$ cat src/rtl/mem_arbiter_n.sv
// rtl/mem_arbiter_n.sv - N-channel cache-to-memory arbiter, fixed or round-robin
// Serves one channel at a time through IDLE -> BUSY -> RELEASE.
module mem_arbiter_n #(
  parameter int NUM_CH  = 3,
  parameter int ADDR_W  = 32,
  parameter int DATA_W  = 128,
  parameter int RR_MODE = 1,
  parameter int ID_W    = 2
) (
  input  logic                       clk,
  input  logic                       reset,
  input  logic [NUM_CH-1:0]          ch_req,
  input  logic [NUM_CH-1:0]          ch_rw,
  input  logic [NUM_CH*ADDR_W-1:0]   ch_addr,
  input  logic [NUM_CH*DATA_W-1:0]   ch_wdata,
  output logic [NUM_CH-1:0]          ch_ack,
  output logic [DATA_W-1:0]          ch_rdata,
  output logic                       grant_valid,
  output logic [ID_W-1:0]            grant_id,
  output logic                       mem_enable,
  output logic                       mem_rw,
  input  logic                       mem_ack,
  output logic [ADDR_W-1:0]          mem_addr,
  input  logic [DATA_W-1:0]          mem_data_in,
  output logic [DATA_W-1:0]          mem_data_out
);

  typedef enum logic [1:0] {IDLE, BUSY, RELEASE} state_t;

  state_t              state;
  logic [ID_W-1:0]     last;
  logic [ID_W-1:0]     winner;
  logic                any_req;
  logic                sel_rw;
  logic [ADDR_W-1:0]   sel_addr;
  logic [DATA_W-1:0]   sel_wdata;
  int                  best_d;
  int                  cur_d;

  always_comb begin
    winner = '0;
    best_d = NUM_CH;
    cur_d  = 0;
    for (int i = 0; i < NUM_CH; i++) begin
      // round-robin ranks each request by its distance past the last served channel
      if (RR_MODE != 0) cur_d = (i - int'(last) - 1 + 2 * NUM_CH) % NUM_CH;
      else              cur_d = i;
      if (ch_req[i] && (cur_d < best_d)) begin
        best_d = cur_d;
        winner = ID_W'(i);
      end
    end
  end

  always_comb begin
    sel_rw    = 1'b0;
    sel_addr  = '0;
    sel_wdata = '0;
    for (int i = 0; i < NUM_CH; i++) begin
      if (winner == ID_W'(i)) begin
        sel_rw    = ch_rw[i];
        sel_addr  = ch_addr[i*ADDR_W +: ADDR_W];
        sel_wdata = ch_wdata[i*DATA_W +: DATA_W];
      end
    end
  end

  assign any_req = |ch_req;

  always_ff @(posedge clk) begin
    if (reset) begin
      state        <= IDLE;
      last         <= ID_W'(NUM_CH - 1);
      ch_ack       <= '0;
      ch_rdata     <= '0;
      grant_valid  <= 1'b0;
      grant_id     <= '0;
      mem_enable   <= 1'b0;
      mem_rw       <= 1'b0;
      mem_addr     <= '0;
      mem_data_out <= '0;
    end else begin
      case (state)
        IDLE: begin
          ch_ack <= '0;
          if (any_req) begin
            grant_id     <= winner;
            grant_valid  <= 1'b1;
            mem_enable   <= 1'b1;
            mem_rw       <= sel_rw;
            mem_addr     <= sel_addr;
            mem_data_out <= sel_wdata;
            state        <= BUSY;
          end
        end
        BUSY: begin
          // request lines are ignored here; only the memory completion matters
          if (mem_ack) begin
            ch_ack      <= {{(NUM_CH-1){1'b0}}, 1'b1} << grant_id;
            ch_rdata    <= mem_data_in;
            mem_enable  <= 1'b0;
            grant_valid <= 1'b0;
            mem_rw      <= 1'b0;
            last        <= grant_id;
            state       <= RELEASE;
          end
        end
        RELEASE: begin
          ch_ack     <= '0;
          mem_enable <= 1'b0;
          state      <= IDLE;
        end
        default: state <= IDLE;
      endcase
    end
  end

endmodule

$ cat config.mk
export PLATFORM = sky130hd
export DESIGN_NAME = mem_arbiter_n
export DESIGN_NICKNAME = d
export VERILOG_FILES = /design/src/rtl/mem_arbiter_n.sv
export SDC_FILE = /design/constraint.sdc
export NUM_CORES = 1
export LEC_CHECK = 0
export ABC_AREA = 0
export CORE_AREA = 3 3 353 355
export DETAILED_ROUTE_END_ITERATION = 12
export DIE_AREA = 0 0 356 358
export DONT_BUFFER_PORTS = 1
export PLACE_DENSITY = 0.3
export REMOVE_ABC_BUFFERS = 1
export SLEW_MARGIN = 20
export SYNTH_ARGS = -nofsm -noshare
export SYNTH_HDL_FRONTEND = slang
export SYNTH_SLANG_ARGS = --single-unit
export TNS_END_PERCENT = 5
$ cat constraint.sdc
create_clock -name clk -period 18.8 [get_ports clk]
set_clock_uncertainty 0.2 [all_clocks]
set_input_delay 3.76 -clock clk [delete_from_list [all_inputs] [get_ports clk]]
set_output_delay 3.76 -clock clk [all_outputs]
set_load 0.02 [all_outputs]
; ---- Yosys cells after proc, flatten, opt, wreduce, memory -nomap -nowiden
; Cells that the tools add are included.
[totals]
ff_bits = 300
in_bits = 617
out_inout_bits = 296
[classes]
addsub = 9
div = 3
n_lt_le_gt_ge = 3
n_eq_ne = 6
n_shift = 1
mux = 24
n_reduce_logical = 16
[op_table]
columns = op, count
row1 = $mux W128, 3
row2 = $mux W32, 5
row3 = $mod A32 B3 Y32 const B, 3
row4 = $lt A32 B32 Y1, 2
row5 = $lt A32 B3 Y1 const B, 1
row6 = $add A4 B4 Y5 const B, 3
row7 = $sub A3 B2 Y4 const B, 3
row8 = $reduce_and A2 Y1, 4
row9 = $mux W1, 7
row10 = $mux W2, 3
row11 = $pmux W3 S2, 1
row12 = $reduce_and A3 Y1, 2
row13 = $sub A1 B2 Y3 const A, 2
row14 = $eq A2 B1 Y1 const B, 2
row15 = $eq A2 B2 Y1 const B, 2
row16 = $logic_not A2 Y1, 2
row17 = $ne A2 B2 Y1 const B, 2
row18 = $pmux W1 S2, 2
row19 = $pmux W2 S2, 1
row20 = $reduce_bool A2 Y1, 2
row21 = $logic_and A1 B1 Y1, 3
row22 = $mux W3, 1
row23 = $pmux W1 S3, 1
row24 = $reduce_bool A3 Y1, 1
row25 = other kinds (4), 4

; ---- Longest topological paths before layout
[logic_depth]
depth_word = 19
mapped_depth = 39
mapped_depth_nobuf = 32

; ---- Worst setup path after synthesis
; Ideal clock, no wire load.
[synth_path]
kind = input -> register
start = input port ch_req[0]
end = register grant_id[1]
setup_ns = 0.079
arrival_ns = 9.425
required_time_ns = 18.521
slack_ns = 9.096
stages = 27
cell_sequence = clkbuf_1 -> clkbuf_1 -> nand3_1 -> ha_1 -> a21oi_2 -> a31oi_1 -> a2111oi_0 -> o21ai_1 -> a21oi_4 -> mux2i_4 -> buf_2 -> buf_2 -> nand2_1 -> clkbuf_1 -> o21a_1 -> ha_1 -> a21o_1 -> a21oi_1 -> o22ai_1 -> a2111oi_2 -> o21ai_0 -> nor4_1 -> mux2_4 -> buf_6 -> buf_6 -> nor2_1 -> a211oi_2
[synth_via]
elab_chain_cells = 8
elab_cells_between_ends = 10
classes_between = order compare: 2 / mux: 3 / reduce/logical: 5
[synth_rtl]
columns = element, line_no
row1 = from (decl), 12  ; input logic [NUM_CH-1:0] ch_req,
row2 = $logic_and A1 B1 Y1, 48  ; if (ch_req[i] && (cur_d < best_d)) begin
row3 = $mux W32, 48
row4 = $lt A32 B32 Y1, 48
row5 = $logic_and A1 B1 Y1, 48
row6 = $mux W32, 48
row7 = $lt A32 B32 Y1, 48
row8 = $logic_and A1 B1 Y1, 48
row9 = $mux W2, 48
row10 = to (signal assigned), 87  ; grant_id <= winner;
row11 = to (decl), 19  ; output logic [ID_W-1:0] grant_id,
; Several ways; a longest one is shown, not always the timed one.
; A chain may end at the register's enable or synchronous reset.

; ---- Worst setup path in the final report
[layout_path]
start = input port ch_req[0]
end = register mem_data_out[66]
[layout_via]
elab_chain_cells = 12
elab_cells_between_ends = 17
classes_between = order compare: 2 / eq/ne: 2 / mux: 7 / reduce/logical: 6
[layout_rtl]
columns = element, line_no
row1 = $logic_and A1 B1 Y1, 48
row2 = $mux W32, 48
row3 = $lt A32 B32 Y1, 48
row4 = $logic_and A1 B1 Y1, 48
row5 = $mux W32, 48
row6 = $lt A32 B32 Y1, 48
row7 = $logic_and A1 B1 Y1, 48
row8 = $mux W2, 48
row9 = $logic_not A2 Y1, 60  ; if (winner == ID_W'(i)) begin
row10 = $mux W128 (3 in a row), 60
row11 = to (signal assigned), 92  ; mem_data_out <= sel_wdata;
row12 = to (decl), 25  ; output logic [DATA_W-1:0] mem_data_out
; Several ways; a longest one is shown, not always the timed one.

==> flow_metrics.tcl <==
set metrics [dict create \
    run_status "completed" \
    busiest_layer "met2" \
    ctsHtreeMaxLevel 2 \
    finalWirelength_mm 100.2 \
    chipHeight_um 358 \
    syn-mean-instance-area_um2 8.119 \
    p_leak_nw 6.361 \
    antenna_left 0 \
    ys_dominant_reg_cell "dfxtp_1" \
    async_s_r_ff_share_synth_pct 0 \
    top_level_ports 913 \
    placed_instances 3509 \
    crit_chain "nand3_1, ha_1, nand2_1, o21ai_0, nor3_1, o21ai_2, a21oi_4, mux2i_4, buf_4, nand2_1, o21a_1, ha_1, a21o_1, a21oi_1, o22ai_1, a2111oi_2, o21ai_0, nor4_1, mux2_8, buf_4, buf_4, a2111oi_0, o31ai_1" \
    synth_cells 2061 \
    syn_to_final_growth_pct 17.12 \
    rr_worst_depth 35 \
    gr_layer_usage_met2_pct 25.11 \
    synth-seq-area-share_pct 35.89 \
    dr.pass1.iters 5 \
    hp-class "flop to flop" \
    cts-hold-fix-buffers 0 \
    core_area_mm2 0.1217 \
    first_iter_violations 1130 \
    worstPathArrival_ns 11.93 \
    antenna_found_initial 59 \
    layout.cells.most_common "nand2_1" \
    layout.cells.most_common_list "nand2_1 (441), a21oi_1 (312), dfxtp_1 (300), o31ai_1 (163), nor2b_1 (160)" \
    cp_top_family "compound AO/OA/AOI/OAI gates" \
    setup-violations-final 0 \
    groute.layer.met1.usage_pct 15.39 \
    worst_setup_path_end_kind "flop" \
    setup.worst_path.class "input port to flop" \
    clock_insertion_delay_worst_skew_ns 0.60 \
    irDropWorstVdd_mv 0.08261 \
    reg2reg_setup_slack_ns 7.53 \
    wire_per_inst_um 27.79 \
    via_count 15700 \
    grt_setup_unrepaired "no" \
    ys_ff_latch 300 \
    drc 0 \
    worst_hold_startpoint "state[1]" \
    yosysWarningCount 0 \
    clock-root-buffer "clkbuf_16" \
    hold-worst-slack_ns 0.3183 \
    maxSlewHeadroom_pct 8.290 \
    cp.required_ns 19.09 \
    worstHoldPathCells 2 \
    grt_start_max_net_pins 155 \
    numClockSinks 300 \
    overflow 0 \
    die_area_mm2 0.1274 \
    max-clock-path-buffers 3 \
    number_of_global_route_vias_before_repair 15390 \
    final.min_clock_period_ns 11.64 \
    worstPathMaxFanout 63 \
    non_filler_cells_final 3604 \
    post_route_fraction_of_the_period_consumed_by_the_critical_path_pct 61.93 \
    timing.final.max_slew_violations 0 \
    postCtsResizedCells 0 \
    globalRouteTotalUtil_pct 14.67 \
    syn-cell-area_mm2 0.01673 \
    ratio_of_routed_vias_to_standard_cells 4.357 \
    globalRouteMet3Util_pct 7.212 \
    final_cell_area_mm2 0.01960 \
    clock_pin_slew_reported_for_the_worst_setup_and_hold_paths_after_clock_tree_synthesis_ns 0.06 \
    measured_slew_at_the_worst_slew_check_pin_ns 1.376 \
    hold_violations 0 \
    synth-edff-count 0 \
    synth_cell_type_count 58 \
    timing.critical_path.from_type "input port" \
    clock_tree_from_tritoncts "yes" \
    io_buffer_count 0 \
    rr_endpoint "mem_data_out[66]" \
    grt_pass1_wl_mm 132.2 \
    num-nets-final 2617 \
    min_delay_worst_endpoint "state[1]" \
    drive_above_1_share_pct 10.12 \
    postCtsSetupRepairBufs 0 \
    timing.critical_path.mode_cell "buf_4" \
    timing.critical_path.buf_inv 3 \
    drv_cap 0 \
    slowest_delay_ns 0.81 \
    power-per-cell-area_mw_per_mm2 151.9 \
    place_area_mm2 0.01820 \
    cts_buffers 42 \
    gpl.final_weighted_congestion 0.8779 \
    fp.dieW_um 356 \
    detailed_place_hpwl_mm 78.52 \
    placement_rows 128 \
    initial_core_util_pct 13.75 \
    max_freq_mhz 85.89 \
    worst_r2r_startpoint "last[0]" \
    worst_path_max_delay_cell "buf_4" \
]
[final cells by class]
cell class | count | area [um^2]
Tap cell | 1625 | 2033
Sequential cell | 300 | 6006
Clock inverter | 14 | 192.7
Timing Repair Buffer | 27 | 255.2
Inverter | 29 | 108.9
Antenna cell | 22 | 55.05
Fill cell | 13780 | 102100
Multi-Input combinational cell | 1528 | 9792
Clock buffer | 59 | 1155
[per-stage QoR]
| stage | setup TNS (ns) | power, W | util (%) | setup slack [ns] |
|---|---|---|---|---|
| floorplan | -239.73 | 0.001776 | - | -1.480 |
| global placement | 0 | 0.002172 | 14.91 | 6.845 |
| detailed placement | 0 | 0.002205 | 14.95 | 6.700 |
| CTS | 0 | 0.003056 | 16.06 | 7.334 |
| global route | 0 | 0.003164 | 16.07 | 6.529 |
| finish | 0 | 0.002976 | 16.10 | 7.157 |
[how the worst max path moves through the flow]
stage,end,cells after the start,slack [ns],from
after global placement,mem_data_out[45],23,6.85,ch_req[0]
after floorplan,mem_addr[0],20,-1.48,ch_req[0]
after detailed placement,mem_data_out[55],23,6.70,ch_req[0]
final,mem_data_out[66],23,7.16,ch_req[0]
after global routing,mem_data_out[51],34,6.53,last[0]
after CTS,mem_data_out[55],23,7.33,ch_req[0]
[power by group]
group	total, W	switching, W	internal, W
Clock	0.000821	0.000339	0.000482
Combinational	0.000998	0.000648	0.000351
Sequential	0.00116	0.000380	0.000776
Total	0.00298	0.00137	0.00161
[worst min-delay path: cells and delay by family (launching register included)]
kind / cells / cell delay [ns]
buffers and inverters: 1 / 0.09
AO/OA/AOI/OAI: 1 / 0.07
flip-flops: 1 / 0.31
[metal layers]
layer | part of all wire, % | up-vias
li1 | - | 7214
met1 | 35 | 7467
met2 | 49 | 805
met3 | 12 | 187
met4 | 4.0 | 28
met5 | 0.19 | -
[Yosys cell counts (9+ instances only)]
library cell / number / area (um^2)
dfxtp_1: 300 / 6006
o31ai_1: 163 / 1224
nand4_1: 11 / 68.82
o21a_1: 23 / 172.7
and2b_1: 9 / 67.56
a2111oi_2: 90 / 1351
buf_2: 32 / 160.2
inv_1: 28 / 105.1
a21oi_1: 312 / 1562
ha_1: 72 / 900.9
nor2_1: 40 / 150.1
buf_6: 10 / 112.6
a2111oi_0: 72 / 630.6
o21ai_0: 14 / 70.07
nand3_1: 30 / 150.1
nor2b_1: 160 / 1001
a21o_1: 10 / 75.07
clkbuf_1: 157 / 589.3
nand2_1: 442 / 1659
[kinds of logic after synthesis]
logic type      share of synthesized area, %
simple gates                           20.14
compound gates                         31.87
flops                                  35.89
buf+inv                                5.960
fa+ha+maj                              5.384
mux                                   0.5533
xor+xnor                              0.2019
[state kept, by name, summed over array words and instances, names as in the netlist]
name          count
mem_data_out    128
last              2
mem_rw            1
grant_valid       1
ch_ack            3
mem_enable        1
mem_addr         32
ch_rdata        128
grant_id          2
state             2
Power figures use the tool's default switching activity.
